[config.mk]
export PLATFORM = sky130hd
export DESIGN_NAME = axi_stream_zero_padder
export DESIGN_NICKNAME = d
export VERILOG_FILES = /design/src/rtl/axi_stream_zero_padder.sv
export SDC_FILE = /design/constraint.sdc
export NUM_CORES = 1
export LEC_CHECK = 0
export CORE_MARGIN = 1.5
export CORE_UTILIZATION = 40
export CTS_CLUSTER_SIZE = 25
export DETAILED_ROUTE_END_ITERATION = 6
export PLACE_DENSITY = 0.8
export SLEW_MARGIN = 20
export SYNTH_ARGS = -nofsm -noshare
export SYNTH_HDL_FRONTEND = slang
export SYNTH_SLANG_ARGS = --single-unit
[constraint.sdc]
create_clock -name axi_clk -period 2.3 [get_ports axi_clk]
set_input_delay 0.345 -clock axi_clk [delete_from_list [all_inputs] [get_ports axi_clk]]
set_output_delay 0.345 -clock axi_clk [all_outputs]
set_load 0.01 [all_outputs]
[src/rtl/axi_stream_zero_padder.sv]
// Zero-padding front end for the strip-ordered convolver: wraps each column strip
// in zero top/bottom rows and zero left/right border columns, one 4-pixel word per beat.
module axi_stream_zero_padder #(
  parameter int IMAGE_HEIGHT = 12,
  parameter int NUM_STRIPS   = 2,
  parameter int NB_PIXEL     = 8,
  parameter int DATA_WIDTH   = 32
) (
  input  logic                  axi_clk,
  input  logic                  axi_reset_n,
  input  logic                  s_axis_valid,
  input  logic [DATA_WIDTH-1:0] s_axis_data,
  output logic                  s_axis_ready,
  output logic                  m_axis_valid,
  output logic [DATA_WIDTH-1:0] m_axis_data,
  input  logic                  m_axis_ready,
  output logic                  m_axis_last,
  output logic [1:0]            o_dbg_state
);

  localparam int RW = $clog2(IMAGE_HEIGHT);
  localparam int SW = (NUM_STRIPS > 1) ? $clog2(NUM_STRIPS) : 1;
  localparam logic [RW-1:0] ROW_BODY_LAST = RW'(IMAGE_HEIGHT - 2);
  localparam logic [SW-1:0] STRIP_LAST    = SW'(NUM_STRIPS - 1);

  typedef enum logic [1:0] {
    ST_TOP    = 2'd0,
    ST_BODY   = 2'd1,
    ST_BOTTOM = 2'd2
  } state_t;

  state_t                r_state;
  logic [SW-1:0]         r_strip_cnt;
  logic [RW-1:0]         r_row_cnt;
  logic                  r_m_valid;
  logic                  r_m_last;
  logic [DATA_WIDTH-1:0] r_m_data;

  state_t                w_state_nxt;
  logic [SW-1:0]         w_strip_nxt;
  logic [RW-1:0]         w_row_nxt;
  logic                  w_valid_nxt;
  logic                  w_last_nxt;
  logic [DATA_WIDTH-1:0] w_data_nxt;
  logic [DATA_WIDTH-1:0] w_body_data;
  logic                  w_load_en;
  logic                  w_accept;

  // Handshakes: a beat/word moves on a rising edge only when its valid and ready are
  // both high in that cycle; valid never waits on ready, and upstream ready depends
  // only on state and downstream ready (never on s_axis_valid).
  assign w_load_en    = !r_m_valid || m_axis_ready;
  assign s_axis_ready = (r_state == ST_BODY) && w_load_en;
  assign w_accept     = s_axis_valid && s_axis_ready;

  // The outer strips carry only three real columns; the fourth lane becomes the border.
  always_comb begin
    w_body_data = s_axis_data;
    if (r_strip_cnt == '0) begin
      w_body_data = {s_axis_data[3*NB_PIXEL-1:0], {NB_PIXEL{1'b0}}};
    end else if (r_strip_cnt == STRIP_LAST) begin
      w_body_data = {{NB_PIXEL{1'b0}}, s_axis_data[3*NB_PIXEL-1:0]};
    end
  end

  always_comb begin
    w_state_nxt = r_state;
    w_strip_nxt = r_strip_cnt;
    w_row_nxt   = r_row_cnt;
    w_valid_nxt = r_m_valid;
    w_last_nxt  = r_m_last;
    w_data_nxt  = r_m_data;
    case (r_state)
      ST_TOP: begin
        if (w_load_en) begin
          w_valid_nxt = 1'b1;
          w_last_nxt  = 1'b0;
          w_data_nxt  = '0;
          w_row_nxt   = RW'(1);
          w_state_nxt = ST_BODY;
        end
      end
      ST_BODY: begin
        if (w_accept) begin
          w_valid_nxt = 1'b1;
          w_last_nxt  = 1'b0;
          w_data_nxt  = w_body_data;
          w_row_nxt   = r_row_cnt + RW'(1);
          if (r_row_cnt == ROW_BODY_LAST) begin
            w_state_nxt = ST_BOTTOM;
          end
        end else if (w_load_en) begin
          // Upstream gap: let the register drain rather than repeat a word.
          w_valid_nxt = 1'b0;
        end
      end
      ST_BOTTOM: begin
        if (w_load_en) begin
          w_valid_nxt = 1'b1;
          w_data_nxt  = '0;
          w_row_nxt   = '0;
          w_state_nxt = ST_TOP;
          w_last_nxt  = (r_strip_cnt == STRIP_LAST);
          w_strip_nxt = (r_strip_cnt == STRIP_LAST) ? '0 : r_strip_cnt + SW'(1);
        end
      end
      default: begin
        w_state_nxt = ST_TOP;
      end
    endcase
  end

  always_ff @(posedge axi_clk or negedge axi_reset_n) begin
    if (!axi_reset_n) begin
      r_state     <= ST_TOP;
      r_strip_cnt <= '0;
      r_row_cnt   <= '0;
      r_m_valid   <= 1'b0;
      r_m_last    <= 1'b0;
      r_m_data    <= '0;
    end else begin
      r_state     <= w_state_nxt;
      r_strip_cnt <= w_strip_nxt;
      r_row_cnt   <= w_row_nxt;
      r_m_valid   <= w_valid_nxt;
      r_m_last    <= w_last_nxt;
      r_m_data    <= w_data_nxt;
    end
  end

  assign m_axis_valid = r_m_valid;
  assign m_axis_data  = r_m_data;
  assign m_axis_last  = r_m_last;
  assign o_dbg_state  = r_state;

endmodule

**Word-level counts from Yosys, hierarchy flattened**

Index checks and enable logic that the tools add are counted.

- Register bits after elaboration: 41
- Output and inout bits: 37
- Logic and storage cells: 51
- Input port bits: 36

- Reduce and logical (&&, ||, !) cells: 13
- Equality and inequality tests: 9
- Mux-type cells: 21
- Add/subtract/negate cells: 2

Operators with widths:

| kind | number |
|---|---|
| $mux 32 | 3 |
| $pmux 32 s2 | 1 |
| $mux 4 | 3 |
| $pmux 4 s3 | 1 |
| $mux 2 | 4 |
| $reduce_and 4->1 | 2 |
| $mux 1 | 6 |
| $ne 2x2->1 const B | 3 |
| $pmux 2 s3 | 1 |
| $reduce_and 3->1 | 2 |
| $add 4x1->4 const B | 1 |
| $eq 4x4->1 const B | 1 |
| $ne 2x1->1 const B | 2 |
| $ne 3x3->1 const B | 1 |
| $pmux 1 s3 | 1 |
| $reduce_bool 3->1 | 1 |
| $eq 2x1->1 const B | 1 |
| $eq 2x2->1 const B | 1 |
| $logic_and 1x1->1 | 2 |
| $logic_not 2->1 | 1 |
| $pmux 1 s2 | 1 |
| $reduce_and 2->1 | 1 |
| $reduce_bool 2->1 | 1 |
| $reduce_or 2->1 | 1 |
| other kinds (3) | 3 |

**Longest topological paths before layout**

- Word-level depth: 6
- Depth in mapped cells: 7
- Mapped depth without buffers: 6

**Least setup slack after synthesis**

No wires, ideal clock.

- Path kind: reg2reg
- Start: register r_state[0] (netlist: o_dbg_state[0])
- End: register r_row_cnt[1]
- Slack: 383 ps
- Period minus slack after synthesis: 1917 ps
- Cell stages (with the launch flop): 8
- Data arrival time: 1792 ps
- Data required time: 2175 ps
- Setup time: 125 ps
- Buffers on the path: 1
- Cells stage by stage: dfrtp_1 -> inv_1 -> ha_1 -> nor2_4 -> nor2_2 -> or3_1 -> buf_2 -> mux2_4

- Longest elaborated chain between the ends: 5
- Elaborated cells between the ends (all ways): 11

Ends and longest elaborated chain:

| what | RTL line | source |
|---|---|---|
| from (decl) | 32 | `state_t r_state;` |
| from (signal assigned) | 122 | `r_state <= w_state_nxt;` |
| $eq 2x1->1 | 53, 73 |  |
| $logic_and 1x1->1 | 53 | `assign s_axis_ready = (r_state == ST_BODY) && w_load_en;` |
| $logic_and 1x1->1 | 54 | `assign w_accept = s_axis_valid && s_axis_ready;` |
| $ne 2x2->1 (no source line) | n/a |  |
| $reduce_and 4->1 (no source line) | n/a |  |
| to (signal assigned) | 124 | `r_row_cnt <= w_row_nxt;` |
| to (decl) | 34 | `logic [RW-1:0] r_row_cnt;` |

Parallel ways exist; a longest one is shown, timed or not.
A chain may end at the register's enable or synchronous reset.

**Worst setup path after layout**

- Start: register r_state[1] (netlist: o_dbg_state[1])
- End: output port s_axis_ready

- Longest elaborated chain between the ends: 2

Ends and longest elaborated chain:

| what | RTL line | source |
|---|---|---|
| $eq 2x1->1 | 53 |  |
| $logic_and 1x1->1 | 53 |  |
| to (decl) | 13 | `output logic s_axis_ready,` |

Every way passes these cells.

==> out/metrics.yaml <==
status: "finished, final reports clean"
cp.arrival_ps: 1840
area_growth_pct: 32.3
yosys.cell_count.top_type: "dfrtp_1"
synth_edf_count: 0
tightest_slew_ps: 672
drc: 0
hold_path_class: "in2async"
cts-root-buf: "clkbuf_8"
synth_cell_types: 37
die_w_um: 79.2
cp_max_fo: 10
synth_top_area_share_pct: 44.2
cts-resized-gates: 0
core-area_sq_um: 5540
maxSlewHeadroom_pct: 55.2
final_util_pct: 55.5
syn_area_per_cell_sq_um: 11.9
period_share_pct: 95.0
skew_ps: 5.12
num_rows: 27
cp_cell_sequence: "inv_1 -> ha_1 -> buf_4 -> and2_2 -> clkdlybuf4s50_1"
dp_hpwl_mm: 3.88
fin_area_sq_um: 3070
critPathSlowestCell: "clkdlybuf4s50_1"
grt_usage_pct: 17.8
post_drt_wl_per_cell_um: 15.8
grt_max_degree: 33
path_buf_inv: 3
grt_setup_unrepaired: "no"
cts_sinks: 41
critPathTopFamily: "buffers and inverters"
cts_buffers: 5
syn_inst: 195
crit_type: "reg2out"
cp_num_cells: 5
hold-worst-slack_ps: 93.8
initial_core_util_pct: 41.9
vdd_ir_drop_max_mv: 0.539
first_iter_violations: 79
ys_warn_count: 0
path_clk_slew_ps: 80
worstPathRequired_ps: 1960
io_pins: 73
diodes: 0
worstSetupStartpointType: "register"
drive_above_1_share_pct: 20.2
async_flop_share_pct: 100
mappedNetlistArea_sq_um: 2320
cts_max_level: 2
num-fill-cells: 490
seq_area_frac_synth_pct: 44.2
cts_hold_buf: 0
postCtsSetupRepairBufs: 0
nets: 305
overflow: 0
vias: 1693
drtPass1Iterations: 4
power.density_nw_per_um2: 1170
avgViaCountPerCell: 5.07
grt_pass1_wl_mm: 8.62
worst_setup_path_end_kind: "output port"
dp_slack_ps: 238
synth_nets: 238
slew_violations: 0
ys.flop_type: "dfrtp_1"
netlist_top_cells_count: "dfrtp_1 (41), mux2i_1 (25), nor2_1 (24)"
die_h_um: 79.2
drv_cap: 0
cts_tree: "yes"
drt-total-wl_mm: 5.27
port_buffers: 64
final.min_clock_period_ps: 2190
yosys.area.top_type: "dfrtp_1"
antenna_found_initial: 0
ant_nets: 0
max_stage_delay_ps: 530
post_dp_cell_area_sq_um: 2980
worst_slack_ps: 114
clkLatencyLatePin_ps: 280
ys_top_cells_by_area: "dfrtp_1 (44%), mux2_4 (15%), mux2i_1 (11%), nor2_1 (3.9%), ha_1 (3.8%)"
r2r_cells: 6
tns_ps: 0
setup_viol: 0
grt_pass1_vias: 1780
fmax_mhz: 457
cts_buffer_depth: 2
dieArea_sq_um: 6280
hold_viol: 0
ys_ff_latch: 41
p_leak_nw: 1.42
gp_congestion: 0.889
==> worst reg2reg max path: cells and delay by family, from the launching register on <==
family | cells | cell delay, ps
AND/OR/NAND/NOR | 3 | 770
multiplexers | 1 | 340
adder cells (fa/ha/maj) | 1 | 250
flip-flops | 1 | 450
buffers and inverters | 1 | 90
==> registers in the layout, summed over array words and instances (netlist names) <==
| name | count |
|---|---|
| m_axis_last | 1 |
| m_axis_data | 32 |
| o_dbg_state | 2 |
| m_axis_valid | 1 |
| r_strip_cnt | 1 |
| r_row_cnt | 4 |
==> cell usage in the layout (no fill, tap or decap), types with 2 or more instances in the layout <==
cell type and n:
mux2_4 23, clkbuf_8 6, inv_1 13, nand2_1 12, mux2i_1 25, and3_2 6
dfrtp_1 41, buf_4 6, nor2_1 24, a21oi_1 2, clkdlybuf4s50_1 63, nor4_1 3
mux2_2 2, and3_1 2, ha_1 7, o21ai_0 3, or3_1 2, o22a_1 2
==> cell families after synthesis <==
logic type	Yosys count	synth area share, %
mux	50	26.6
flops	41	44.2
fa+ha+maj	7	3.77
buf+inv	24	7.81
compound gates	13	4.20
xor+xnor	1	0.377
simple gates	59	13.1
==> metrics by stage <==
| step | std cells | total power [W] |
|---|---|---|
| 5_1_grt | 334 | 0.00385 |
| 3_5_place_dp | 327 | 0.00315 |
| 2_1_floorplan | 195 | 0.00255 |
| 3_3_place_gp | 327 | 0.00308 |
| 4_1_cts | 334 | 0.00364 |
| 6_report | 334 | 0.00361 |
==> worst paths after layout <==
| check | startpoint | end | slack, ps |
|---|---|---|---|
| min in group axi_clk | r_strip_cnt$_DFFE_PN0P_ | r_strip_cnt$_DFFE_PN0P_ | 510 |
| hold reg to reg | r_strip_cnt$_DFFE_PN0P_ | r_strip_cnt$_DFFE_PN0P_ | 510 |
| hold / removal | axi_reset_n | r_row_cnt[3]$_DFFE_PN0P_ | 90 |
| max in group asynchronous | axi_reset_n | r_row_cnt[1]$_DFFE_PN0P_ | 1620 |
| setup / recovery | o_dbg_state[1]$_DFFE_PN0P_ | s_axis_ready | 110 |
| setup reg to reg | o_dbg_state[1]$_DFFE_PN0P_ | r_row_cnt[1]$_DFFE_PN0P_ | 280 |
==> final cells by class <==
type	count	area (sq um)	share of cell area, %
multi-input cells	130	1120	36.4
flip-flops and latches	41	1030	33.4
repair buffers	71	701	22.8
well taps	72	90.1	2.93
clock buffers	6	82.6	2.69
inverters	13	48.8	1.59
clock inverters	1	7.51	0.244
==> routing by layer <==
layer / vias up / track usage, % / routed length (um)
met4: 0 / 5.61 / 55
li1: 792 / - / -
met2: 62 / 32.0 / 2680
met1: 833 / 20.6 / 2210
met5: - / 0 / 0
met3: 6 / 4.60 / 325
==> report_power, final <==
group | leakage (nW) | switching [W] | total [W] | internal [W]
registers | 0.537 | 0.000163 | 0.00112 | 0.000962
logic | 0.841 | 0.000899 | 0.00201 | 0.00111
clock network | 0.0433 | 0.000237 | 0.000475 | 0.000237
total | 1.42 | 0.00130 | 0.00361 | 0.00231
No activity file was read; power rests on OpenSTA's default activity.
